**config.mk**
```make
export PLATFORM = sky130hd
export DESIGN_NAME = icache_refill_arbiter
export DESIGN_NICKNAME = d
export VERILOG_FILES = /design/src/rtl/icache_arb_pkg.sv /design/src/rtl/icache_refill_arbiter_picker.sv /design/src/rtl/icache_refill_arbiter.sv
export SDC_FILE = /design/constraint.sdc
export NUM_CORES = 1
export LEC_CHECK = 0
export CORE_ASPECT_RATIO = 0.9
export CORE_MARGIN = 5
export CORE_UTILIZATION = 37
export DETAILED_ROUTE_END_ITERATION = 8
export GPL_ROUTABILITY_DRIVEN = 0
export PLACE_DENSITY = 0.74
export SETUP_SLACK_MARGIN = 0.5
export SLEW_MARGIN = 20
export SYNTH_ARGS = -nofsm -noshare
export SYNTH_HDL_FRONTEND = slang
export SYNTH_SLANG_ARGS = --single-unit
```
**constraint.sdc**
```tcl
create_clock -name clk -period 1.8 [get_ports clk]
set_clock_uncertainty 0.15 [all_clocks]
set_input_delay 0.36 -clock clk [delete_from_list [all_inputs] [get_ports clk]]
set_output_delay 0.36 -clock clk [all_outputs]
set_load 0.02 [all_outputs]
```
**src/rtl/icache_arb_pkg.sv**
```systemverilog
// Shared types and helpers for the instruction-cache refill arbiter.
// Optional stats ports in the top are enabled with ICACHE_ARB_STATS_EN.
package icache_arb_pkg;

  typedef enum logic [1:0] {
    S_IDLE  = 2'd0,
    S_ISSUE = 2'd1,
    S_WAIT  = 2'd2,
    S_GRANT = 2'd3
  } arb_state_t;

  localparam int MEM_LATENCY_DEF = 1;
  localparam int LAT_CNT_W_DEF   = $clog2(MEM_LATENCY_DEF + 1);

  function automatic int lat_cnt_w(input int lat);
    return (lat < 1) ? 1 : $clog2(lat + 1);
  endfunction

  function automatic int next_rr(input int ptr, input int n);
    return (ptr + 1 >= n) ? 0 : ptr + 1;
  endfunction

endpackage

```
**src/rtl/icache_refill_arbiter_picker.sv**
```systemverilog
// Round-robin priority picker: first set request at or above ptr,
// wrapping modulo N_REQ.
module rr_priority_picker #(
  parameter int N_REQ = 4
) (
  input  logic [N_REQ-1:0]         req,
  input  logic [$clog2(N_REQ)-1:0] ptr,
  output logic [$clog2(N_REQ)-1:0] winner,
  output logic                     any_valid
);

  localparam int IW = $clog2(N_REQ);

  logic [IW-1:0] idx;

  always_comb begin
    winner    = '0;
    any_valid = 1'b0;
    idx       = '0;
    for (int k = 0; k < N_REQ; k++) begin
      idx = IW'((int'(ptr) + k) % N_REQ);
      if (!any_valid && req[idx]) begin
        winner    = idx;
        any_valid = 1'b1;
      end
    end
  end

endmodule

```
**src/rtl/icache_refill_arbiter.sv**
```systemverilog
// Round-robin refill arbiter sharing one instruction-memory read port.
// Define ICACHE_ARB_STATS_EN to add saturating grant/coalesce counters.
module icache_refill_arbiter
  import icache_arb_pkg::*;
#(
  parameter int N_REQ            = 4,
  parameter int BLOCK_ADDR_WIDTH = 12,
  parameter int DATA_WIDTH       = 64,
  parameter int MEM_LATENCY      = 1
) (
  input  logic                              clk,
  input  logic                              rst,
  input  logic [N_REQ-1:0]                  req_valid,
  input  logic [N_REQ*BLOCK_ADDR_WIDTH-1:0] req_addr,
  output logic [N_REQ-1:0]                  req_ready,
  output logic                              bcast_valid,
  output logic [BLOCK_ADDR_WIDTH-1:0]       bcast_addr,
  output logic [DATA_WIDTH-1:0]             data_out,
  output logic                              mem_rd_en,
  output logic [BLOCK_ADDR_WIDTH-1:0]       mem_rd_addr,
  input  logic [DATA_WIDTH-1:0]             mem_rd_data
`ifdef ICACHE_ARB_STATS_EN
  ,
  output logic [31:0]                       stat_grants,
  output logic [31:0]                       stat_coalesced
`endif
);

  localparam int IW = $clog2(N_REQ);
  localparam int BW = BLOCK_ADDR_WIDTH;
  localparam int CW = lat_cnt_w(MEM_LATENCY);

  arb_state_t    state;
  logic [BW-1:0] grant_addr;
  logic [IW-1:0] winner_q;
  logic [IW-1:0] rr_ptr;
  logic [CW-1:0] cnt;
  logic [IW-1:0] pick;
  logic          any_valid;
  logic [BW-1:0] addr_arr [N_REQ];

  rr_priority_picker #(.N_REQ(N_REQ)) u_pick (
    .req       (req_valid),
    .ptr       (rr_ptr),
    .winner    (pick),
    .any_valid (any_valid)
  );

  assign mem_rd_en   = (state == S_ISSUE);
  assign mem_rd_addr = mem_rd_en ? grant_addr : '0;
  assign bcast_valid = (state == S_GRANT);
  assign bcast_addr  = bcast_valid ? grant_addr : '0;

  // Every requester on the broadcast block is served by the same read.
  for (genvar i = 0; i < N_REQ; i++) begin : g_slot
    assign addr_arr[i]  = req_addr[i*BW +: BW];
    assign req_ready[i] = bcast_valid && req_valid[i]
                       && (addr_arr[i] == grant_addr);
  end

  always_ff @(posedge clk) begin
    if (rst) begin
      state      <= S_IDLE;
      grant_addr <= '0;
      winner_q   <= '0;
      rr_ptr     <= '0;
      cnt        <= '0;
      data_out   <= '0;
    end else begin
      unique case (state)
        S_IDLE: begin
          if (any_valid) begin
            grant_addr <= addr_arr[pick];
            winner_q   <= pick;
            state      <= S_ISSUE;
          end
        end
        S_ISSUE: begin
          cnt   <= CW'(MEM_LATENCY - 1);
          state <= (MEM_LATENCY == 1) ? S_GRANT : S_WAIT;
        end
        S_WAIT: begin
          cnt <= cnt - CW'(1);
          if (cnt <= CW'(1))
            state <= S_GRANT;
        end
        S_GRANT: begin
          data_out <= mem_rd_data;
          rr_ptr   <= IW'(next_rr(int'(winner_q), N_REQ));
          state    <= S_IDLE;
        end
        default: state <= S_IDLE;
      endcase
    end
  end

`ifdef ICACHE_ARB_STATS_EN
  logic [31:0] n_extra;
  logic [32:0] co_sum;

  // A withdrawn winner makes every ready bit an extra one.
  assign n_extra = 32'($countones(req_ready))
                 - {31'd0, req_ready[winner_q]};
  assign co_sum  = {1'b0, stat_coalesced} + {1'b0, n_extra};

  always_ff @(posedge clk) begin
    if (rst) begin
      stat_grants    <= '0;
      stat_coalesced <= '0;
    end else if (bcast_valid) begin
      if (stat_grants != '1)
        stat_grants <= stat_grants + 32'd1;
      stat_coalesced <= co_sum[32] ? '1 : co_sum[31:0];
    end
  end
`endif

endmodule

```
=== Yosys cells after proc, flatten, opt, wreduce, memory -nomap -nowiden ===
Cells that the tools add are included.

* $add $sub $neg: 5
* Order comparisons: 7
* Equal/unequal tests: 9
* Muxes and demuxes: 26
* Bitwise logic cells: 1
* Reductions and logical operators: 18

{| class="wikitable"
|+ Operator list
! cell !! count
|-
| $eq 12x12->1 || 4
|-
| $mux 12 || 4
|-
| $bmux 12 s2 || 1
|-
| $mux 2 || 7
|-
| $lt 2x3->1 const B || 4
|-
| $logic_and 1x1->1 || 11
|-
| $bmux 1 s2 || 4
|-
| $mux 1 || 8
|-
| $pmux 2 s4 || 1
|-
| $ge 3x3->1 const B || 2
|-
| $add 2x2->2 const B || 2
|-
| $eq 2x2->1 const B || 2
|-
| $ne 2x2->1 const B || 2
|-
| $reduce_and 2->1 || 2
|-
| $add 2x1->3 const B || 1
|-
| $logic_not 1->1 || 3
|-
| $not 2->3 || 1
|-
| $add 2x1->2 const B || 1
|-
| $eq 2x1->1 const B || 1
|-
| $logic_not 2->1 || 1
|-
| $pmux 1 s2 || 1
|-
| $reduce_bool 2->1 || 1
|-
| $le 1x1->1 const B || 1
|-
| $sub 1x1->1 const B || 1
|}

* Register bits after elaboration: 83
* Input bits: 118
* Output and inout port bits: 94

=== Logic depth before layout (Yosys ltp) ===
* Depth after elaboration: 16
* Gate-level depth with buffers: 7

=== Cells and area by module ===
A second synthesis with hierarchy kept.

* Cells, all modules: 424
* Area total of the unflattened synthesis: 4082.7 um^2

{| class="wikitable"
|+ By module, submodules not included
! module !! times used !! cells an instance !! area an instance (um^2)
|-
| icache_refill_arbiter || 1 || 409 || 4005.1
|-
| rr_priority_picker || 1 || 15 || 77.6
|}

=== Least setup slack after synthesis ===
OpenSTA, ideal clock, no wires.

* Kind: register -> output
* Start point: register state[0]
* End point: output req_ready[0]
* Arrival: 2.062 ns
* Required time: 1.290 ns
* Path slack: -0.772 ns
* Stages on the path, launching flop included: 6
* Path buffers: 2
* Cell sequence: dfxtp_1 ha_1 clkbuf_1 buf_1 nand3_1 nor4_1

* Word-level cells in the longest chain between the ends: 3

{| class="wikitable"
|+ Ends and longest elaborated chain
! element !! RTL line !! text
|-
| from (decl) || icache_refill_arbiter.sv:33 || <nowiki>arb_state_t state;</nowiki>
|-
| from (signal assigned) || icache_refill_arbiter.sv:80 || <nowiki>state <= (MEM_LATENCY == 1) ? S_GRANT : S_WAIT;</nowiki>
|-
| $eq 2x2->1 || icache_refill_arbiter.sv:51 || <nowiki>assign bcast_valid = (state == S_GRANT);</nowiki>
|-
| via bcast_valid || icache_refill_arbiter.sv:16 || <nowiki>output logic bcast_valid,</nowiki>
|-
| $logic_and 1x1->1 || icache_refill_arbiter.sv:57 || <nowiki>assign req_ready[i] = bcast_valid && req_valid[i]</nowiki>
|-
| $logic_and 1x1->1 || icache_refill_arbiter.sv:58 || <nowiki>&& (addr_arr[i] == grant_addr);</nowiki>
|-
| to (decl) || icache_refill_arbiter.sv:15 || <nowiki>output logic [N_REQ-1:0] req_ready,</nowiki>
|}

The timed path passes the listed nets, and every way through them passes these cells.

=== Worst setup path after layout ===
* Start point: register grant_addr[1]
* End point: output req_ready[1]

* Word-level cells in the longest chain between the ends: 2

{| class="wikitable"
|+ Ends and longest elaborated chain
! element !! RTL line !! text
|-
| from (decl) || icache_refill_arbiter.sv:34 || <nowiki>logic [BW-1:0] grant_addr;</nowiki>
|-
| from (signal assigned) || icache_refill_arbiter.sv:73 || <nowiki>grant_addr <= addr_arr[pick];</nowiki>
|-
| $eq 12x12->1 || icache_refill_arbiter.sv:58 ||
|-
| $logic_and 1x1->1 || icache_refill_arbiter.sv:58 ||
|}

Every way passes these cells.

==> flow_summary_export.csv <==
group,metric,value,unit
pwr,sw_frac_of_total,29.8,%
logic_synthesis,yosys_warnings,0,
global_routing,antenna_found_initial,1,
global_routing,grt_remaining_overflow,0,
routing,route.vias.total,4809,
logic_synthesis,syn_inst,460,
cts,htreeDepth,3,
logic_synthesis,syn_area,4270,µm²
worst_setup_path,timing.rr.start,"state[1]",
floorplan,die_w,123,µm
cts,cts_hold_buf,0,
floorplan,num_io_pins,212,
sta,final_max_slew_viol_count,0,
logic_synthesis,yosysUniqueCellTypes,39,
worst_setup_path,path_class,"flop to primary output",
logic_synthesis,yosysTopAreaCellShare,38.5,%
pwr,leakage,0.00378,µW
pwr,ir_worst_vdd,0.614,mV
pwr,power.total,6530,µW
cells_and_area,area_growth,110,%
worst_hold_path,hold_path_end,"grant_addr[7]",
run,max-cap-violations,0,
worst_setup_path,critPathRequiredTime,1290,ps
sta,timing.hold.ws,270,ps
worst_setup_path,worstSetupStartpointType,"flop",
worst_setup_path,crit_fanout,4,
pwr,intPower,4580,µW
worst_setup_path,r2r_slack,-160,ps
global_routing,grt_pass1_wl,25.9,mm
routing,drt-total-wl,19.1,mm
routing,post_drt_wl_per_cell,20.9,µm
sta,setup_violations,52,
cells_and_area,drive_gt1_share,54.4,%
placed_design,io_buffers,211,
routing,firstDrtPassIters,5,
worst_setup_path,end_kind,"primary output",
placed_design,place_area,7090,µm²
floorplan,num_rows,37,
sta,tightest_slew,423,ps
cts,cts_sinks,82,
worst_setup_path,reg2reg_to,"grant_addr[5]",
logic_synthesis,synth_commonest_cells,"82 x dfxtp_1, 76 x mux2i_1, 69 x nor2_1",
routing,ant_nets,0,
sta,min_period,2140,ps
pwr,p_seq_share,32.6,%
sta,clock.fmax,467,MHz
cts,root_buffer,"clkbuf_16",
worst_hold_path,min_from,"req_addr[19]",
placed_design,numPlacedInstances,851,
cts,path_clk_slew,60,ps
worst_hold_path,hold_path_depth,3,
logic_synthesis,synthFlopType,"dfxtp_1",
floorplan,coreArea,11300,µm²
cells_and_area,postLayoutCoreUtil,79.0,%
cts,clockBufferDepth,2,
global_routing,grt_pass1_vias,4903,
cts,clk_latency,320,ps
worst_hold_path,worstHoldPathType,"primary input to flop",
cts,cts_tree,"built",
cts,cts_made_buffers,9,
sta,hold_viol,0,
sta,slew-limit-headroom,71.8,%
sta,finalCritPeriodShare,119,%
logic_synthesis,syn_avg_cell_area,9.28,µm²
worst_setup_path,ff2ff_path_depth,10,
cells_and_area,fin_cells,918,
pwr,combPwrFrac,37.1,%
worst_setup_path,cp.arrival,1630,ps
cells_and_area,fin_nets,879,
global_routing,grt_usage,23.9,%
logic_synthesis,netlist.top_cell.by_area,"dfxtp_1",
routing,drt-initial-drc-count,354,
pwr,switchingPower,1950,µW
logic_synthesis,ys_async_sr_fraction,0,%
logic_synthesis,synth_area_leaders,"dfxtp_1 38%, mux2i_1 18%, xnor2_1 9.9%",
logic_synthesis,ys_ff_latch,82,
logic_synthesis,yosysMostFrequentCell,"dfxtp_1",
cells_and_area,fin_area,8960,µm²
sta,worst_slack,-342,ps
run_status,outcome,"complete, but fails checks",
logic_synthesis,synth_edf_count,0,
sta,rsz0062_at_grt,"true",
global_routing,grt_max_degree,83,
floorplan,die_h,112,µm
pwr,power_density,729,nW/µm²
pwr,clockPowerShare,30.3,%
run_status,failed_checks,"setup timing",
placed_design,dp_hpwl,11.7,mm
routing,viasPerCell,5.24,
floorplan,die-area,13800,µm²
logic_synthesis,synth_nets,583,
logic_synthesis,yosysSeqAreaShare,38.5,%
floorplan,start_util,37.6,%
routing,drc_errors,0,
critical path, cell delays in order (launching register included):
cell and delay (ps):
dfxtp_4 360, buf_6 120, xnor2_2 130, nand4_1 180, nor4_4 330, buf_4 190
state kept, by name (all words and copies together), names as in the netlist:
name,count
state,2
grant_addr,12
data_out,64
winner_q,2
rr_ptr,2
layout make-up:
type                       instances  area [µm²]
timing repair buffer             325        3570
multi-input combinational        333        3080
fill                             664        2380
sequential                        82        1770
clock buffer                      11         233
tap                              156         195
clock inverter                     5        86.3
inverter                           5        21.3
antenna                            1        2.50
metrics by stage:
stage | worst slack, ps | setup TNS (ps)
4_1_cts | -284 | -5070
3_3_place_gp | -899 | -20130
2_1_floorplan | -30.7 | -60.6
5_1_grt | -399 | -10240
6_report | -342 | -7650
3_5_place_dp | -966 | -22680
cell families after synthesis:
logic type,Yosys count,share of synthesized area (%)
AOI/OAI and AO/OA,44,7.98
xor gates and xnor gates,48,9.85
adders and majority gates,5,1.47
and+or+nand+nor,156,18.8
muxes,80,19.0
DFF,82,38.5
buffers and inverters,45,4.46
routing by layer:
metal / global-route usage (%) / vias to the layer above / wire (µm)
li1: - / 2193 / -
met1: 26.4 / 2296 / 7140
met2: 42.5 / 253 / 9670
met3: 7.47 / 67 / 1570
met4: 9.08 / 0 / 772
met5: 0 / - / 0
layout by cell type (no fill, tap or decap), drive strengths merged:
cell,n
ha,5
buf,205
and2,26
a21oi,4
a31oi,4
nor2,70
o21ai,6
o31a,6
o211a,4
a211oi,1
nand3,18
or2,1
dfxtp,82
o21bai,1
bufinv,2
dlygate4sd2,38
nand2,5
clkbuf,17
xnor2,48
clkdlybuf4s15,1
nor3,1
nor4,5
nand4,15
o221ai,9
nor2b,2
o31ai,6
clkinv,3
nand2b,7
inv,5
mux2i,76
a21o,3
diode,1
dlymetal6s2s,10
and4,6
mux2,4
clkdlybuf4s50,65
worst max-delay path by stage:
| stage | from | endpoint | slack, ps | depth (start not counted) |
|---|---|---|---|---|
| detailed placement | req_addr[34] | req_ready[2] | -970 | 5 |
| floorplan | req_valid[0] | grant_addr[10] | -30 | 6 |
| global route | grant_addr[1] | req_ready[1] | -400 | 5 |
| finish | grant_addr[1] | req_ready[1] | -340 | 5 |
| global placement | req_addr[34] | req_ready[2] | -900 | 5 |
| CTS | grant_addr[5] | req_ready[1] | -280 | 5 |
what timing repair did:
action,CTS,global route
buffers inserted,14,24
gates cloned,4,8
pin swaps,42,33
setup endpoints to repair,176,173
gates resized for setup,752,115
power groups by stage:
stage / sequential, µW / clock, µW / combinational [µW]
2_1_floorplan: 2130 / 0 / 886
4_1_cts: 2120 / 2010 / 2040
3_5_place_dp: 2110 / 0 / 1710
3_3_place_gp: 2100 / 0 / 1690
6_report: 2130 / 1980 / 2420
5_1_grt: 2150 / 2100 / 2520
(Power assumes the default switching activity.)
